### src/rtl/riscv_pkg.sv
// Shared types and constants for the multicycle RISC-V controller: states,
// ALU operation classes, opcodes, funct3 codes, ALU control codes and mux selects.
package riscv_pkg;

  typedef enum logic [3:0] {
    S_FETCH    = 4'd0,
    S_DECODE   = 4'd1,
    S_MEMADR   = 4'd2,
    S_MEMREAD  = 4'd3,
    S_MEMWB    = 4'd4,
    S_MEMWRITE = 4'd5,
    S_EXECR    = 4'd6,
    S_EXECI    = 4'd7,
    S_ALUWB    = 4'd8,
    S_BRANCH   = 4'd9,
    S_JAL      = 4'd10,
    S_TRAP     = 4'd11
  } state_t;

  typedef enum logic [1:0] {
    ALUOP_ADD   = 2'b00,
    ALUOP_SUB   = 2'b01,
    ALUOP_FUNCT = 2'b10
  } aluop_t;

  localparam logic [6:0] OP_LOAD   = 7'b0000011;
  localparam logic [6:0] OP_STORE  = 7'b0100011;
  localparam logic [6:0] OP_RTYPE  = 7'b0110011;
  localparam logic [6:0] OP_ITYPE  = 7'b0010011;
  localparam logic [6:0] OP_BRANCH = 7'b1100011;
  localparam logic [6:0] OP_JAL    = 7'b1101111;

  localparam logic [2:0] F3_ADDSUB = 3'b000;
  localparam logic [2:0] F3_SLL    = 3'b001;
  localparam logic [2:0] F3_SLT    = 3'b010;
  localparam logic [2:0] F3_SLTU   = 3'b011;
  localparam logic [2:0] F3_XOR    = 3'b100;
  localparam logic [2:0] F3_SR     = 3'b101;
  localparam logic [2:0] F3_OR     = 3'b110;
  localparam logic [2:0] F3_AND    = 3'b111;

  localparam logic [2:0] F3_BEQ  = 3'b000;
  localparam logic [2:0] F3_BNE  = 3'b001;
  localparam logic [2:0] F3_BLT  = 3'b100;
  localparam logic [2:0] F3_BGE  = 3'b101;
  localparam logic [2:0] F3_BLTU = 3'b110;
  localparam logic [2:0] F3_BGEU = 3'b111;

  // Codes 0-3 and 5 fit a 3-bit ALUControl; the rest need the 4-bit ALU.
  localparam int unsigned ALU_CODE_W = 4;
  localparam logic [ALU_CODE_W-1:0] ALU_ADD  = 4'd0;
  localparam logic [ALU_CODE_W-1:0] ALU_SUB  = 4'd1;
  localparam logic [ALU_CODE_W-1:0] ALU_AND  = 4'd2;
  localparam logic [ALU_CODE_W-1:0] ALU_OR   = 4'd3;
  localparam logic [ALU_CODE_W-1:0] ALU_XOR  = 4'd4;
  localparam logic [ALU_CODE_W-1:0] ALU_SLT  = 4'd5;
  localparam logic [ALU_CODE_W-1:0] ALU_SLL  = 4'd6;
  localparam logic [ALU_CODE_W-1:0] ALU_SRL  = 4'd7;
  localparam logic [ALU_CODE_W-1:0] ALU_SRA  = 4'd8;
  localparam logic [ALU_CODE_W-1:0] ALU_SLTU = 4'd9;

  localparam logic [1:0] IMM_I = 2'b00;
  localparam logic [1:0] IMM_S = 2'b01;
  localparam logic [1:0] IMM_B = 2'b10;
  localparam logic [1:0] IMM_J = 2'b11;

  localparam logic [1:0] RES_ALUOUT    = 2'b00;
  localparam logic [1:0] RES_DATA      = 2'b01;
  localparam logic [1:0] RES_ALURESULT = 2'b10;

  localparam logic [1:0] SRCA_PC    = 2'b00;
  localparam logic [1:0] SRCA_OLDPC = 2'b01;
  localparam logic [1:0] SRCA_RS1   = 2'b10;

  localparam logic [1:0] SRCB_RS2  = 2'b00;
  localparam logic [1:0] SRCB_IMM  = 2'b01;
  localparam logic [1:0] SRCB_FOUR = 2'b10;

  typedef struct packed {
    logic       pc_write;
    logic       adr_src;
    logic       mem_write;
    logic       ir_write;
    logic       reg_write;
    logic [1:0] result_src;
    logic [1:0] alu_src_a;
    logic [1:0] alu_src_b;
    aluop_t     alu_op;
    logic       illegal;
  } ctrl_t;

  // Immediate format by opcode; anything unrecognised falls back to I.
  function automatic logic [1:0] imm_src(input logic [6:0] op);
    logic [1:0] sel;
    sel = IMM_I;
    case (op)
      OP_STORE:  sel = IMM_S;
      OP_BRANCH: sel = IMM_B;
      OP_JAL:    sel = IMM_J;
      default:   sel = IMM_I;
    endcase
    return sel;
  endfunction

endpackage

### src/rtl/aludec.sv
// ALU decoder: maps the FSM's ALU operation class plus funct fields to an
// ALUControl code; the 4-bit variant adds xor, shifts and sltu.
module aludec
  import riscv_pkg::*;
#(
  parameter int unsigned ALUCTRL_W = 3
) (
  input  logic [6:0]           op,
  input  logic [2:0]           funct3,
  input  logic                 funct7b5,
  input  aluop_t               ALUOp,
  output logic [ALUCTRL_W-1:0] ALUControl
);

  localparam bit EXT_OPS = (ALUCTRL_W >= 4);

  logic [ALU_CODE_W-1:0] w_code;
  logic                  w_unused_op;

  // Only op[5] separates register-register sub from immediate add.
  assign w_unused_op = ^{op[6], op[4:0]};

  always_comb begin
    w_code = ALU_ADD;
    case (ALUOp)
      ALUOP_ADD: w_code = ALU_ADD;
      ALUOP_SUB: w_code = ALU_SUB;
      default: begin
        case (funct3)
          F3_ADDSUB: w_code = (funct7b5 & op[5]) ? ALU_SUB : ALU_ADD;
          F3_SLT:    w_code = ALU_SLT;
          F3_OR:     w_code = ALU_OR;
          F3_AND:    w_code = ALU_AND;
          F3_XOR:    if (EXT_OPS) w_code = ALU_XOR;
          F3_SLL:    if (EXT_OPS) w_code = ALU_SLL;
          F3_SR:     if (EXT_OPS) w_code = funct7b5 ? ALU_SRA : ALU_SRL;
          F3_SLTU:   if (EXT_OPS) w_code = ALU_SLTU;
          default:   w_code = ALU_ADD;
        endcase
      end
    endcase
  end

  assign ALUControl = ALUCTRL_W'(w_code);

endmodule

### src/rtl/multicycle_controller.sv
// Moore control FSM for a multicycle RISC-V datapath (lw/sw/R/I/branch/jal),
// with optional memory handshake and extended branch conditions.
module multicycle_controller
  import riscv_pkg::*;
#(
  parameter int unsigned ALUCTRL_W = 3,
  parameter int unsigned MEM_HS    = 0,
  parameter int unsigned BR_EXT    = 0
) (
  input  logic                 clk,
  input  logic                 reset,
  input  logic [6:0]           op,
  input  logic [2:0]           funct3,
  input  logic                 funct7b5,
  input  logic                 Zero,
  input  logic                 Neg,
  input  logic                 mem_ready,
  output logic                 PCWrite,
  output logic                 AdrSrc,
  output logic                 MemWrite,
  output logic                 IRWrite,
  output logic                 RegWrite,
  output logic [1:0]           ResultSrc,
  output logic [1:0]           ALUSrcA,
  output logic [1:0]           ALUSrcB,
  output logic [1:0]           ImmSrc,
  output logic [ALUCTRL_W-1:0] ALUControl,
  output logic                 illegal
);

  state_t r_state;
  state_t w_next_state;
  ctrl_t  w_ctrl;
  logic   w_mem_go;
  logic   w_taken;

  // Memory states complete immediately unless the handshake is enabled.
  assign w_mem_go = (MEM_HS != 0) ? mem_ready : 1'b1;

  always_comb begin
    w_taken = 1'b0;
    if (BR_EXT != 0) begin
      case (funct3)
        F3_BEQ:           w_taken = Zero;
        F3_BNE:           w_taken = ~Zero;
        F3_BLT, F3_BLTU:  w_taken = Neg;
        F3_BGE, F3_BGEU:  w_taken = ~Neg;
        default:          w_taken = 1'b0;
      endcase
    end else begin
      w_taken = (funct3 == F3_BEQ) & Zero;
    end
  end

  always_ff @(posedge clk or negedge reset) begin
    if (!reset) r_state <= S_FETCH;
    else        r_state <= w_next_state;
  end

  always_comb begin
    w_next_state = r_state;
    case (r_state)
      S_FETCH:    w_next_state = w_mem_go ? S_DECODE : S_FETCH;
      S_DECODE: begin
        case (op)
          OP_LOAD, OP_STORE: w_next_state = S_MEMADR;
          OP_RTYPE:          w_next_state = S_EXECR;
          OP_ITYPE:          w_next_state = S_EXECI;
          OP_BRANCH:         w_next_state = S_BRANCH;
          OP_JAL:            w_next_state = S_JAL;
          default:           w_next_state = S_TRAP;
        endcase
      end
      S_MEMADR:   w_next_state = op[5] ? S_MEMWRITE : S_MEMREAD;
      S_MEMREAD:  w_next_state = w_mem_go ? S_MEMWB : S_MEMREAD;
      S_MEMWB:    w_next_state = S_FETCH;
      S_MEMWRITE: w_next_state = w_mem_go ? S_FETCH : S_MEMWRITE;
      S_EXECR:    w_next_state = S_ALUWB;
      S_EXECI:    w_next_state = S_ALUWB;
      S_ALUWB:    w_next_state = S_FETCH;
      S_BRANCH:   w_next_state = S_FETCH;
      S_JAL:      w_next_state = S_ALUWB;
      S_TRAP:     w_next_state = S_FETCH;
      default:    w_next_state = S_FETCH;
    endcase
  end

  always_comb begin
    w_ctrl            = '0;
    w_ctrl.alu_op     = ALUOP_ADD;
    w_ctrl.result_src = RES_ALUOUT;
    w_ctrl.alu_src_a  = SRCA_PC;
    w_ctrl.alu_src_b  = SRCB_RS2;
    case (r_state)
      S_FETCH: begin
        w_ctrl.alu_src_b  = SRCB_FOUR;
        w_ctrl.result_src = RES_ALURESULT;
        w_ctrl.ir_write   = w_mem_go;
        w_ctrl.pc_write   = w_mem_go;
      end
      S_DECODE: begin
        w_ctrl.alu_src_a = SRCA_OLDPC;
        w_ctrl.alu_src_b = SRCB_IMM;
      end
      S_MEMADR: begin
        w_ctrl.alu_src_a = SRCA_RS1;
        w_ctrl.alu_src_b = SRCB_IMM;
      end
      S_MEMREAD: begin
        w_ctrl.adr_src = 1'b1;
      end
      S_MEMWB: begin
        w_ctrl.result_src = RES_DATA;
        w_ctrl.reg_write  = 1'b1;
      end
      S_MEMWRITE: begin
        w_ctrl.adr_src   = 1'b1;
        w_ctrl.mem_write = w_mem_go;
      end
      S_EXECR: begin
        w_ctrl.alu_src_a = SRCA_RS1;
        w_ctrl.alu_op    = ALUOP_FUNCT;
      end
      S_EXECI: begin
        w_ctrl.alu_src_a = SRCA_RS1;
        w_ctrl.alu_src_b = SRCB_IMM;
        w_ctrl.alu_op    = ALUOP_FUNCT;
      end
      S_ALUWB: begin
        w_ctrl.reg_write = 1'b1;
      end
      S_BRANCH: begin
        w_ctrl.alu_src_a = SRCA_RS1;
        w_ctrl.alu_op    = ALUOP_SUB;
        w_ctrl.pc_write  = w_taken;
      end
      S_JAL: begin
        w_ctrl.alu_src_a = SRCA_OLDPC;
        w_ctrl.alu_src_b = SRCB_FOUR;
        w_ctrl.pc_write  = 1'b1;
      end
      S_TRAP: begin
        w_ctrl.illegal = 1'b1;
      end
      default: ;
    endcase
    // Strobes stay low for the whole reset; muxes keep showing FETCH.
    if (!reset) begin
      w_ctrl.pc_write  = 1'b0;
      w_ctrl.mem_write = 1'b0;
      w_ctrl.ir_write  = 1'b0;
      w_ctrl.reg_write = 1'b0;
      w_ctrl.illegal   = 1'b0;
    end
  end

  assign PCWrite   = w_ctrl.pc_write;
  assign AdrSrc    = w_ctrl.adr_src;
  assign MemWrite  = w_ctrl.mem_write;
  assign IRWrite   = w_ctrl.ir_write;
  assign RegWrite  = w_ctrl.reg_write;
  assign ResultSrc = w_ctrl.result_src;
  assign ALUSrcA   = w_ctrl.alu_src_a;
  assign ALUSrcB   = w_ctrl.alu_src_b;
  assign illegal   = w_ctrl.illegal;
  assign ImmSrc    = imm_src(op);

  aludec #(
    .ALUCTRL_W (ALUCTRL_W)
  ) u_aludec (
    .op         (op),
    .funct3     (funct3),
    .funct7b5   (funct7b5),
    .ALUOp      (w_ctrl.alu_op),
    .ALUControl (ALUControl)
  );

endmodule

### config.mk
export PLATFORM = sky130hd
export DESIGN_NAME = multicycle_controller
export DESIGN_NICKNAME = d
export VERILOG_FILES = /design/src/rtl/riscv_pkg.sv /design/src/rtl/aludec.sv /design/src/rtl/multicycle_controller.sv
export SDC_FILE = /design/constraint.sdc
export NUM_CORES = 1
export LEC_CHECK = 0
export CAP_MARGIN = 20
export CORE_MARGIN = 4
export CORE_UTILIZATION = 32
export CTS_BUF_LIST = sky130_fd_sc_hd__clkbuf_4 sky130_fd_sc_hd__clkbuf_8 sky130_fd_sc_hd__clkbuf_16
export DETAILED_ROUTE_END_ITERATION = 10
export HOLD_SLACK_MARGIN = 0.02
export PLACE_DENSITY = 0.79
export SLEW_MARGIN = 20
export SYNTH_ARGS = -nofsm -noshare
export SYNTH_HDL_FRONTEND = slang
export SYNTH_SLANG_ARGS = --single-unit
### constraint.sdc
create_clock -name clk -period 1.3 [get_ports clk]
set_input_delay 0.26 -clock clk [delete_from_list [all_inputs] [get_ports clk]]
set_output_delay 0.26 -clock clk [all_outputs]
set_load 0.05 [all_outputs]
==> qor.yml, run 1 <==
synth_edf_count: 0
async_flop_share_pct: 100
hold_buffers: 0
seq_area_frac_synth_pct: 19.2
cts_resized: 68
synth-main-ff-cell: "dfrtp_1"
synth_compound_area_share_pct: 27.4
finalWeightedCongestion: 0.884
cts_buffers: 3
port-buffer-count: 30
synthXorXnorAreaFrac_pct: 5.05
detailed_place_hpwl_um: 2160
io_pins: 33
error: "[ERROR DPL-0038] Utilization greater than 100%, impossible to legalize"
die_y_um: 48.3
dieWidth_um: 48.3
syn_area_per_cell_sq_um: 7.03
clock-sinks: 4
synth_top_family_by_area: "simple AND/OR/NAND/NOR gates"
yosysUniqueCellTypes: 31
cts_root_buf: "clkbuf_4"
outcome: "aborted with a tool error"
ys_warn_count: 0
ys_ff_latch: 4
synth-simple-area-share_pct: 39.4
placedCellCount: 150
post_cts_buffers: 15
dpl_cell_area_sq_um: 1460
clock_path_buffers: 2
yosys.area_share.adder_pct: 0
initial_core_util_pct: 34.2
syn_area_sq_um: 520
syn-instance-count: 74
h-tree-depth: 1
synth_mux_area_share_pct: 0
lastStage: "clock tree synthesis"
postSynthNetCount: 90
fp-row-count: 14
## cell families after synthesis
logic type / Yosys count
flops: 4
buf+inv: 9
compound gates: 20
xor+xnor: 3
simple gates: 38
## synthesized netlist by cell type (all sizes together) (2+ instances only)
cell type	n	area (sq um)
inv	3	11.3
buf	6	35.0
o21a	3	22.5
nor3b	3	22.5
xnor2	2	17.5
nor3	6	30.0
nand2b	4	25.0
o21ai	4	20.0
nor2	6	22.5
a21oi	4	20.0
nor4	4	25.0
nand3	2	10.0
nand2	7	26.3
dfrtp	4	100
and2	2	12.5
## per-stage QoR
step / setup slack, ns / TNS [ns]
after floorplan: -0.543 / -3.87
after global placement: -0.538 / -5.53
after detailed placement: -0.634 / -6.70
==> inputs of run 2 (changes only) <==
- CORE_AREA: unset -> 4 4 65 67
- CORE_MARGIN: 4 -> unset
- CORE_UTILIZATION: 32 -> unset
- CTS_BUF_LIST: sky130_fd_sc_hd__clkbuf_4 sky130_fd_sc_hd__clkbuf_8 sky130_fd_sc_hd__clkbuf_16 -> unset
- DIE_AREA: unset -> 0 0 69 71
- HOLD_SLACK_MARGIN: 0.02 -> unset
- PLACE_DENSITY: 0.79 -> unset
- PLACE_DENSITY_LB_ADDON: unset -> 0.15
- clock period: 1.3 -> 1.7 ns (I/O delays scaled with it)
==> run 2 against run 1 <==
- the flow now finishes, with violations (negative setup slack)
- synthesized cell count unchanged
- synthesized area unchanged
==> qor.yml, run 2 <==
outcome: "finished, violations left"
violations: "negative setup slack"
path_delay_family: "compound AO/OA/AOI/OAI gates"
initial_core_util_pct: 14.3  # -20 points
yosys.area_share.adder_pct: 0  # unchanged
routed-via-count: 865
clock-sinks: 4  # unchanged
grt_pass1_vias: 941
fin_cells: 197
finalCritPeriodShare_pct: 110
fmax_ghz: 0.534
peakVddDrop_v: 0.000510
cp-start-kind: "flop"
drt_iter0_drc: 22
track_usage_pct: 10.5
cts_buffers: 3  # unchanged
synth_top_family_by_area: "simple AND/OR/NAND/NOR gates"
wirelength_um: 2670
synth_common_cells: "nand2_1 (7), nor2_1 (6), nor3_1 (6)"
critPathMaxFanout: 5
ys_ff_latch: 4  # unchanged
detailed_place_hpwl_um: 1900  # -12%
port-buffer-count: 30  # unchanged
place_ws_ns: -0.325  # +0.309 ns
largest_register_ffs: 4
cts_tree: "built"
synth-simple-area-share_pct: 39.4  # unchanged
p_clk_share_pct: 6.2
clk_latency_ns: 0.21
cp_cell_sequence: "nand4b_1 -> o32a_1 -> o21ai_1 -> and3_4 -> buf_12"
die_y_um: 71  # +47%
dieWidth_um: 69  # +43%
required_ns: 1.36
synth_edf_count: 0  # unchanged
hold_viol_final: 0
placedCellCount: 178  # +19%
cellInternalPower_mw: 1.73
hold_path.class: "in2async"
first_pass_iters: 4
crit_start: "r_state[3]"
slew_viol_final: 0
grt_overflow: 0
antenna_cells: 0
fin_ws_ns: -0.172
seq_area_frac_synth_pct: 19.2  # unchanged
clock_path_buffers: 2  # unchanged
hold_buffers: 0  # unchanged
ant_nets: 0
maxCapViolCount: 0
worst_pin_slew_ns: 0.349
period_minus_slack_ns: 1.87
synth-main-ff-cell: "dfrtp_1"
p_switching_mw: 1.44
synth_top_cell_by_area: "dfrtp_1"
synthXorXnorAreaFrac_pct: 5.05  # unchanged
syn_area_per_cell_sq_um: 7.03  # unchanged
worstSetupEndpointType: "output port"
cts_root_buf: "clkbuf_8"
largest_register: "r_state"
routedWlPerCell_um: 13.5
setup_viol: 10
layout_common_cells: "buf_4 (34), buf_12 (19), buf_6 (9), dlygate4sd2_1 (7), nand2_1 (5)"
core_region_area_sq_um: 3630
timing.rr.start: "r_state[1]"
yosys-top-cells-area: "dfrtp_1 (19%), nor3_1 (5.8%), nand2_1 (5.0%), nand2b_1 (4.8%), nor4_1 (4.8%)"
dpl_cell_area_sq_um: 1340  # -7.7%
p_sw_share_pct: 45.4
io_pins: 33  # unchanged
tns_ns: -0.687
postSynthNetCount: 90  # unchanged
synthToLayoutAreaGrowth_pct: 236
relSlewSlack_pct: 76.5
grt_max_degree: 12
synth_mux_area_share_pct: 0  # unchanged
async_flop_share_pct: 100  # unchanged
syn_area_sq_um: 520  # unchanged
slowest_delay_ns: 0.41
nNetsFinal: 167
crit_type: "reg2out"
synth_top_area_share_pct: 19.2  # unchanged
cpMaxStageDelayCell: "dfrtp_2"
sequentialPowerShare_pct: 6.9
yosysMostFrequentCell: "nand2_1"
largestRegisters: "r_state x4"
synth_compound_area_share_pct: 27.4  # unchanged
fp-row-count: 22  # +8
syn-instance-count: 74  # unchanged
combPwrFrac_pct: 86.9
path_clk_slew_ns: 0.03
h-tree-depth: 1  # unchanged
ys_warn_count: 0  # unchanged
cp_num_buf_inv: 1
finalWeightedCongestion: 0.782  # -12%
worstPathArrival_ns: 1.53
fin_area_sq_um: 1750
die-area_sq_um: 4900
final_common_cell: "buf_4"
finClkSkew_ns: 0.000365
detail_route.vias_per_cell: 4.39
antenna_found_initial: 0
route.detailed.drc: 0
pwr_density_cell_nw_per_um2: 1810
grt_pass1_wl_um: 4240
yosysUniqueCellTypes: 31  # unchanged
drive_gt1_share_pct: 71.1
p_leak_nw: 0.732
rsz0062_at_grt: "yes"
==> run 2: cell counts after synthesis <==
Identical to the previous run, type by type.
==> run 2: layout make-up <==
| class | count | area (sq um) |
|---|---|---|
| Timing Repair Buffer | 78 | 896 |
| Clock buffer | 3 | 41.3 |
| Tap cell | 48 | 60.1 |
| Multi-Input combinational cell | 61 | 637 |
| Fill cell | 366 | 1880 |
| Inverter | 3 | 11.3 |
| Sequential cell | 4 | 105 |
==> run 2: power groups by stage <==
| stage | clock (mW) | combinational, mW | sequential [mW] |
|---|---|---|---|
| after global placement | 0 | 2.04 | 0.197 |
| final | 0.198 | 2.76 | 0.218 |
| after floorplan | 0 | 1.15 | 0.164 |
| after CTS | 0.202 | 2.52 | 0.198 |
| after global routing | 0.217 | 2.88 | 0.224 |
| after detailed placement | 0 | 2.06 | 0.196 |
==> run 2: repair_timing <==
| action | 4_1_cts | 5_1_grt |
|---|---|---|
| endpoints found under the setup margin | 16 | 16 |
| pin swaps | 14 | 16 |
| gates resized for setup | 48 | 24 |
| setup buffers | 11 | 6 |
==> run 2: per-stage QoR <==
step	hold slack, ns	util (%)	power, mW
after floorplan	0.0444	-	1.32
after global routing	0.203	48.2	3.32
after CTS	0.551	44.9	2.92
final	0.183	48.2	3.17
after global placement	0.696	37.0	2.24
after detailed placement	0.713	37.0	2.25
==> run 2: worst paths after layout <==
path	end	slack [ns]	cells after the start
min in group clk	r_state[0]	0.64	5
hold reg to reg	r_state[3]	0.73	2
max in group asynchronous	r_state[0]	1.41	3
setup reg to reg	r_state[0]	0.31	4
hold / removal	r_state[3]	0.18	3
setup / recovery	PCWrite	-0.17	5
==> run 2: logic make-up (layout without fill, tap and decap cells) <==
family / after synthesis / count (layout)
AO/OA/AOI/OAI: 20 / 20
flip-flops: 4 / 4
AND/OR/NAND/NOR: 38 / 38
buffers and inverters: 9 / 84
XOR/XNOR: 3 / 3
==> run 2: tightest hold or removal path, delay by kind of cell <==
family                 cells  cell delay [ns]
buffers and inverters      3             0.38
==> run 2: layer usage <==
metal | vias to the layer above | global-route usage [%] | share of wire [%]
met5 | - | 0 | 0
met4 | 0 | 3.90 | 0
met3 | 0 | 2.13 | 4.4
met2 | 30 | 20.1 | 57
met1 | 412 | 11.3 | 38
li1 | 423 | - | -
No activity file was read; power rests on OpenSTA's default activity.
